`config.mk`:
```
export PLATFORM = sky130hd
export DESIGN_NAME = gray_codec
export DESIGN_NICKNAME = d
export VERILOG_FILES = /design/src/rtl/gray_codec.sv
export SDC_FILE = /design/constraint.sdc
export NUM_CORES = 1
export LEC_CHECK = 0
export CORE_ASPECT_RATIO = 1.2
export CORE_MARGIN = 2
export CORE_UTILIZATION = 49
export DETAILED_ROUTE_END_ITERATION = 10
export HOLD_SLACK_MARGIN = 0.03
export PLACE_DENSITY = 0.85
export SLEW_MARGIN = 20
export SYNTH_ARGS = -nofsm -noshare
export SYNTH_HDL_FRONTEND = slang
export SYNTH_SLANG_ARGS = --single-unit
```
`constraint.sdc`:
```
create_clock -name clk -period 2.3 [get_ports clk]
set_clock_uncertainty 0.15 [all_clocks]
set_input_delay 0.345 -clock clk [delete_from_list [all_inputs] [get_ports clk]]
set_output_delay 0.345 -clock clk [all_outputs]
set_load 0.02 [all_outputs]
```
`src/rtl/gray_codec.sv`:
```
// Gray code converter and up/down Gray counter with a single-entry
// valid/ready output register (one cycle latency, full throughput).
module gray_codec #(
    parameter int WIDTH = 4
) (
    input  logic             clk,
    input  logic             rst_n,
    input  logic             clr,
    input  logic [1:0]       mode,
    input  logic             in_valid,
    output logic             in_ready,
    input  logic [WIDTH-1:0] in_data,
    output logic             out_valid,
    input  logic             out_ready,
    output logic [WIDTH-1:0] out_data,
    output logic [WIDTH-1:0] out_bin,
    output logic             wrap
);

    localparam logic [1:0] MODE_B2G  = 2'b00;
    localparam logic [1:0] MODE_G2B  = 2'b01;
    localparam logic [1:0] MODE_UP   = 2'b10;
    localparam logic [1:0] MODE_DOWN = 2'b11;

    logic             vld_q,  vld_d;
    logic [WIDTH-1:0] data_q, data_d;
    logic [WIDTH-1:0] bin_q,  bin_d;
    logic             wrap_q, wrap_d;
    logic [WIDTH-1:0] cnt_q,  cnt_d;
    logic             accept;
    logic [WIDTH-1:0] cnt_inc;
    logic [WIDTH-1:0] cnt_dec;

    function automatic logic [WIDTH-1:0] bin2gray(input logic [WIDTH-1:0] b);
        return b ^ (b >> 1);
    endfunction

    // Prefix XOR from the MSB down recovers the binary value.
    function automatic logic [WIDTH-1:0] gray2bin(input logic [WIDTH-1:0] g);
        logic [WIDTH-1:0] b;
        b[WIDTH-1] = g[WIDTH-1];
        for (int i = WIDTH - 2; i >= 0; i--) begin
            b[i] = b[i+1] ^ g[i];
        end
        return b;
    endfunction

    // Ready depends only on registered state, clr, reset and out_ready, so
    // in_valid/in_data/mode never reach an output combinationally.
    assign in_ready = rst_n && !clr && (!vld_q || out_ready);
    assign accept   = in_valid && in_ready;
    assign cnt_inc  = cnt_q + 1'b1;
    assign cnt_dec  = cnt_q - 1'b1;

    // Next-state for the output register and the counter.
    always_comb begin
        vld_d  = vld_q;
        data_d = data_q;
        bin_d  = bin_q;
        wrap_d = wrap_q;
        cnt_d  = cnt_q;
        if (clr) begin
            cnt_d = '0;
        end
        if (accept) begin
            vld_d = 1'b1;
            unique case (mode)
                MODE_B2G: begin
                    data_d = bin2gray(in_data);
                    bin_d  = in_data;
                    wrap_d = 1'b0;
                end
                MODE_G2B: begin
                    data_d = gray2bin(in_data);
                    bin_d  = gray2bin(in_data);
                    wrap_d = 1'b0;
                end
                MODE_UP: begin
                    cnt_d  = cnt_inc;
                    data_d = bin2gray(cnt_inc);
                    bin_d  = cnt_inc;
                    wrap_d = &cnt_q;
                end
                MODE_DOWN: begin
                    cnt_d  = cnt_dec;
                    data_d = bin2gray(cnt_dec);
                    bin_d  = cnt_dec;
                    wrap_d = (cnt_q == '0);
                end
                default: ;
            endcase
        end else if (out_ready) begin
            vld_d = 1'b0;
        end
    end

    // State registers; reset discards any beat in flight and the count.
    always_ff @(posedge clk or negedge rst_n) begin
        if (!rst_n) begin
            vld_q  <= 1'b0;
            data_q <= '0;
            bin_q  <= '0;
            wrap_q <= 1'b0;
            cnt_q  <= '0;
        end else begin
            vld_q  <= vld_d;
            data_q <= data_d;
            bin_q  <= bin_d;
            wrap_q <= wrap_d;
            cnt_q  <= cnt_d;
        end
    end

    assign out_valid = vld_q;
    assign out_data  = data_q;
    assign out_bin   = bin_q;
    assign wrap      = wrap_q;

endmodule
```
# Word level (Yosys, flattened, before mapping)
# Cells that the tools add are included.
[word_totals]
out_inout_bits = 11
latch_bits = 0
mem_count = 0
rom_bits = 0
ff_bits = 14
wordCells = 35
ram_bits = 0
[classes]
mux = 8
n_addsub = 2
shifts = 0
n_reduce_logical = 11
eq_ne = 3
multipliers = 0
div = 0
magnitude_cmp = 0
bitwise = 6
[op_table]
columns = ["operator", "n"]
rows = [
  ["$pmux W4 S4", 2],
  ["$xor A4 B3 Y4", 3],
  ["$mux W4", 2],
  ["$pmux W4 S2", 1],
  ["$add A4 B1 Y4 const B", 1],
  ["$eq A2 B2 Y1 const B", 2],
  ["$logic_not A4 Y1", 1],
  ["$reduce_and A4 Y1", 1],
  ["$sub A4 B1 Y4 const B", 1],
  ["$logic_and A1 B1 Y1", 3],
  ["$pmux W1 S3", 1],
  ["$xor A1 B1 Y1", 3],
  ["$eq A2 B1 Y1 const B", 1],
  ["$logic_not A1 Y1", 2],
  ["$logic_not A2 Y1", 1],
  ["$mux W1", 2],
  ["$reduce_bool A2 Y1", 1],
  ["$reduce_or A2 Y1", 1],
  ["$logic_or A1 B1 Y1", 1],
]

# Depth between registers and ports, before layout
# Gate-level depths: netlist of run 1.
[logic_depth]
word_depth = 5
depth_mapped = 6
ltp_nobuf = 6

# Worst setup path after synthesis of run 1
# No wires, ideal clock.
[synth_timing]
path_kind = "flip-flop to flip-flop"
startpoint = "register cnt_q[0]"
endpoint = "register data_q[1], in the netlist out_data[1]"
period_less_slack_ns = 1.903
slack_ns = 0.397
n_path_buf = 0
path_stages_with_launch = 7
arrival_time_ns = 1.630
required_ns = 2.027
path_cell_list = "dfrtp_1 -> inv_1 -> ha_1 -> xnor2_1 -> xor2_1 -> o221ai_1 -> o221a_2"
[synth_via]
elab_chain_len = 3
[synth_lines]
columns = ["item", "line_no", "text"]
rows = [
  ["from (decl)", "29", "logic [WIDTH-1:0] cnt_q, cnt_d;"],
  ["from (signal assigned)", "110", "cnt_q <= cnt_d;"],
  ["$sub A4 B1 Y4 or $add A4 B1 Y4 (tied branches)", "53, 52", ""],
  ["$xor A4 B3 Y4", "35", "return b ^ (b >> 1);"],
  ["$pmux W4 S4 (*)", "67", "unique case (mode)"],
  ["to (signal assigned)", "107", "data_q <= data_d;"],
  ["to (decl)", "26", "logic [WIDTH-1:0] data_q, data_d;"],
]
# Mark *: on every way between the ends. The rest lies on a longest branch, timed or not.
# A chain may end at the register's enable or synchronous reset.

# Worst setup path after layout of run 1
[layout_timing]
startpoint = "input port out_ready"
endpoint = "output port in_ready"
[layout_via]
elab_chain_len = 2
[layout_lines]
columns = ["item", "line_no", "text"]
rows = [
  ["from (decl)", "14", "input logic out_ready,"],
  ["$logic_or A1 B1 Y1", "50", "assign in_ready = rst_n && !clr && (!vld_q || out_ready);"],
  ["$logic_and A1 B1 Y1", "50", ""],
  ["to (decl)", "11", "output logic in_ready,"],
]
# Every way passes these cells.

==> results of run 1 <==
report_power, final:
| group | total (uW) | internal (uW) | switching [uW] | leakage (uW) |
|---|---|---|---|---|
| Clock | 143 | 67.1 | 76.2 | 0.0000150 |
| Sequential | 285 | 263 | 22.5 | 0.000163 |
| Combinational | 299 | 154 | 145 | 0.000393 |
per-layer routing:
| layer | vias up | global-route usage [%] | routed length [um] |
|---|---|---|---|
| met3 | 2 | 1.02 | 54 |
| met2 | 17 | 37.4 | 1140 |
| met5 | - | 0 | 0 |
| met1 | 421 | 26.4 | 999 |
| li1 | 443 | - | - |
| met4 | 0 | 9.31 | 27 |
critical path: stages:
cell             delay [ps]
clkdlybuf4s50_1         440
nand2b_1                150
and3b_1                 170
clkdlybuf4s50_1         600
state kept, by name, summed over array words and instances, names as in the netlist:
register	cells
out_data	4
cnt_q	4
out_bin	3
wrap	1
out_valid	1
cells in the mapped netlist (all sizes together) (2+ instances only):
| master | number | area share [%] |
|---|---|---|
| and3b | 2 | 1.8 |
| clkbuf | 4 | 1.5 |
| a22o | 2 | 1.8 |
| mux2i | 3 | 3.0 |
| ha | 3 | 3.8 |
| xor2 | 6 | 5.3 |
| a21boi | 2 | 1.5 |
| a31oi | 2 | 1.3 |
| buf | 6 | 3.3 |
| nor3b | 2 | 1.5 |
| nor2 | 3 | 1.1 |
| nand2 | 10 | 3.8 |
| dfrtp | 13 | 33 |
| nand2b | 3 | 1.9 |
| xnor2 | 8 | 7.1 |
| and4b | 2 | 2.0 |
| o21ai | 4 | 2.0 |
| a21oi | 4 | 2.0 |
| inv | 3 | 1.1 |
| nor3 | 4 | 2.0 |
cells by family after synthesis:
| family | after synthesis | share of synthesized area [%] |
|---|---|---|
| compound gates | 24 | 17.1 |
| xor+xnor | 15 | 14.7 |
| fa+ha+maj | 3 | 3.81 |
| buf+inv | 13 | 5.96 |
| flops | 13 | 33.0 |
| mux | 4 | 4.19 |
| simple gates | 35 | 21.2 |
cell type report:
cell class,count,area (um^2),share of cell area (%)
tap,19,23.8,1.83
sequential,13,325,25.1
clock buffer,4,26.3,2.03
timing repair buffer,34,308,23.7
inverter,3,11.3,0.869
multi-input combinational,81,602,46.4
cell usage in the layout, fill, tap and decap left out, types with 2 or more instances in the layout:
| master | n |
|---|---|
| inv_1 | 3 |
| a21oi_1 | 4 |
| dfrtp_1 | 13 |
| ha_1 | 3 |
| xor2_1 | 6 |
| nand2b_1 | 3 |
| nor2_1 | 3 |
| mux2i_1 | 3 |
| o21ai_0 | 4 |
| xnor2_1 | 8 |
| clkbuf_4 | 3 |
| and4b_1 | 2 |
| nand2_1 | 10 |
| buf_4 | 13 |
| nor3_1 | 4 |
| a22o_1 | 2 |
| clkdlybuf4s50_1 | 21 |
| and3b_1 | 2 |
| nor3b_1 | 2 |
| a31oi_1 | 2 |
through the flow:
stage	util (%)	total power (uW)	hold WS, ps	setup WS, ps	cell area (um^2)
floorplan	-	457	-101	397	986
global placement	67.8	583	305	112	1270
detailed placement	67.8	590	317	95.0	1270
CTS	69.3	735	297	95.0	1300
global route	69.3	774	293	27.7	1300
finish	69.3	728	306	99.3	1300
worst max-delay path by stage:
| stage | from | endpoint |
|---|---|---|
| after global routing | out_ready | in_ready |
| after global placement | out_ready | in_ready |
| after floorplan | cnt_q[0]$_DFF_PN0_ | out_data[1]$_DFFE_PN0P_ |
| final | out_ready | in_ready |
| after CTS | out_ready | in_ready |
| after detailed placement | out_ready | in_ready |
==> key figures, run 1 <==
Clocking
  • Worst-Skew Late Latency: 270 ps
  • CTS Buf Count: 3
  • Hold-fix buffers, CTS: 0
  • CTS tree: built
  • CTS sink cnt: 13
  • Post-CTS setup buffers: 0
  • CTS max path bufs: 2
  • Htree depth: 1
  • Root Buffer: clkbuf_4
  • Clock slew seen by the registers of the worst setup and hold paths: 80 ps
  • PostCTS Resize Cnt: 0

Worst setup path
  • Reg2Reg Depth: 6
  • Crit path kind: in -> out
  • Crit end category: primary output
  • Worst R2R End: out_data[1]$_DFFE_PN0P_
  • CP startpoint kind: primary input
  • Critical path required time: 1800 ps
  • Critical path peak fanout: 4
  • Reg2Reg Launch Point: cnt_q[1]$_DFF_PN0_
  • R2R Setup Slk: 310 ps
  • CP arrival: 1710 ps

Global routing
  • Global-route wire length before repair: 3730 um
  • Vias in the first global route: 833
  • Total GRT Usage: 21.3%
  • Pin count of the biggest net entering global routing: 11
  • Initial antenna violation count: 0
  • GRT overflow: 0

STA
  • Worst-Margin Slew: 365 ps
  • Fin Setup TNS: 0 ps
  • Final Hold Vio Count: 0
  • Max Slew Vio Count: 0
  • Final setup viols: 0
  • RSZ-0062 raised after global routing: no
  • Max_slew headroom: 75.3%
  • Period utilization: 95.7%
  • Max Fclk: 0.454 GHz
  • Min Tclk post-route: 2200 ps

Power and ir drop
  • Max VDD drop: 0.368 mV
  • Lkg Pwr: 0.000571 uW
  • P per Cell Area: 562 mW/mm^2

Cells and area
  • Final-stage net count: 150
  • Area Growth Syn to Fin: 31.5%
  • Antenna Cells: 0
  • Final Non-Filler Cells: 154
  • Fill cells: 149
  • Layout cells sized above 1: 13.3%

Synthesis
  • Post-synth EDFFs: 0
  • Cell variety after synth: 43
  • FFs w/ async S/R, synth: 100%
  • Cell Area, Synth: 986 um^2
  • Number of synthesis warnings: 0
  • Share of the yosys chip area belonging to registers: 33.0%
  • Mapped Avg Cell Area: 9.21 um^2
  • Post-synth net total: 121
  • Ys flop type: dfrtp_1
  • Yosys reg bits: 13
  • Mapped Cells: 107

Floorplanning
  • Die Ht: 53.1 um
  • Core Rows: 17
  • Die Area: 0.00239 mm^2
  • IO Pins: 22
  • Die width: 45.0 um
  • Initial Util: 52.7%
  • Core area: 0.00187 mm^2

Status
  • Status: complete, no violations

Placed design
  • Dpl cells: 150
  • Detailed placement HPWL: 1770 um
  • IO Port Bufs: 21
  • Final GP Congestion: 0.825

Drt
  • Routed len/inst: 14.4 um
  • Post-Route WL: 2220 um
  • Final ANT Viol Nets: 0
  • Initial DRC count: 25
  • DRC: 0
  • Pre-Repair DR Iteration Count: 4
  • DR vias: 883
  • Avg Vias per Cell: 5.73

Min path
  • HP Class: in -> async

Job
  • Max cap viols: 0
Note: power is estimated with default switching activity, not from simulation.
==> inputs of run 2 (changes only) <==
--- a/config.mk
+++ b/config.mk
@@ -8,6 +8,7 @@
 export CORE_ASPECT_RATIO = 1.2
 export CORE_MARGIN = 2
 export CORE_UTILIZATION = 49
+export CTS_CLUSTER_DIAMETER = 150
 export DETAILED_ROUTE_END_ITERATION = 10
 export HOLD_SLACK_MARGIN = 0.03
 export PLACE_DENSITY = 0.85
==> results of run 2 <==
Final layout, timing and power as in run 1 (identical DEF).
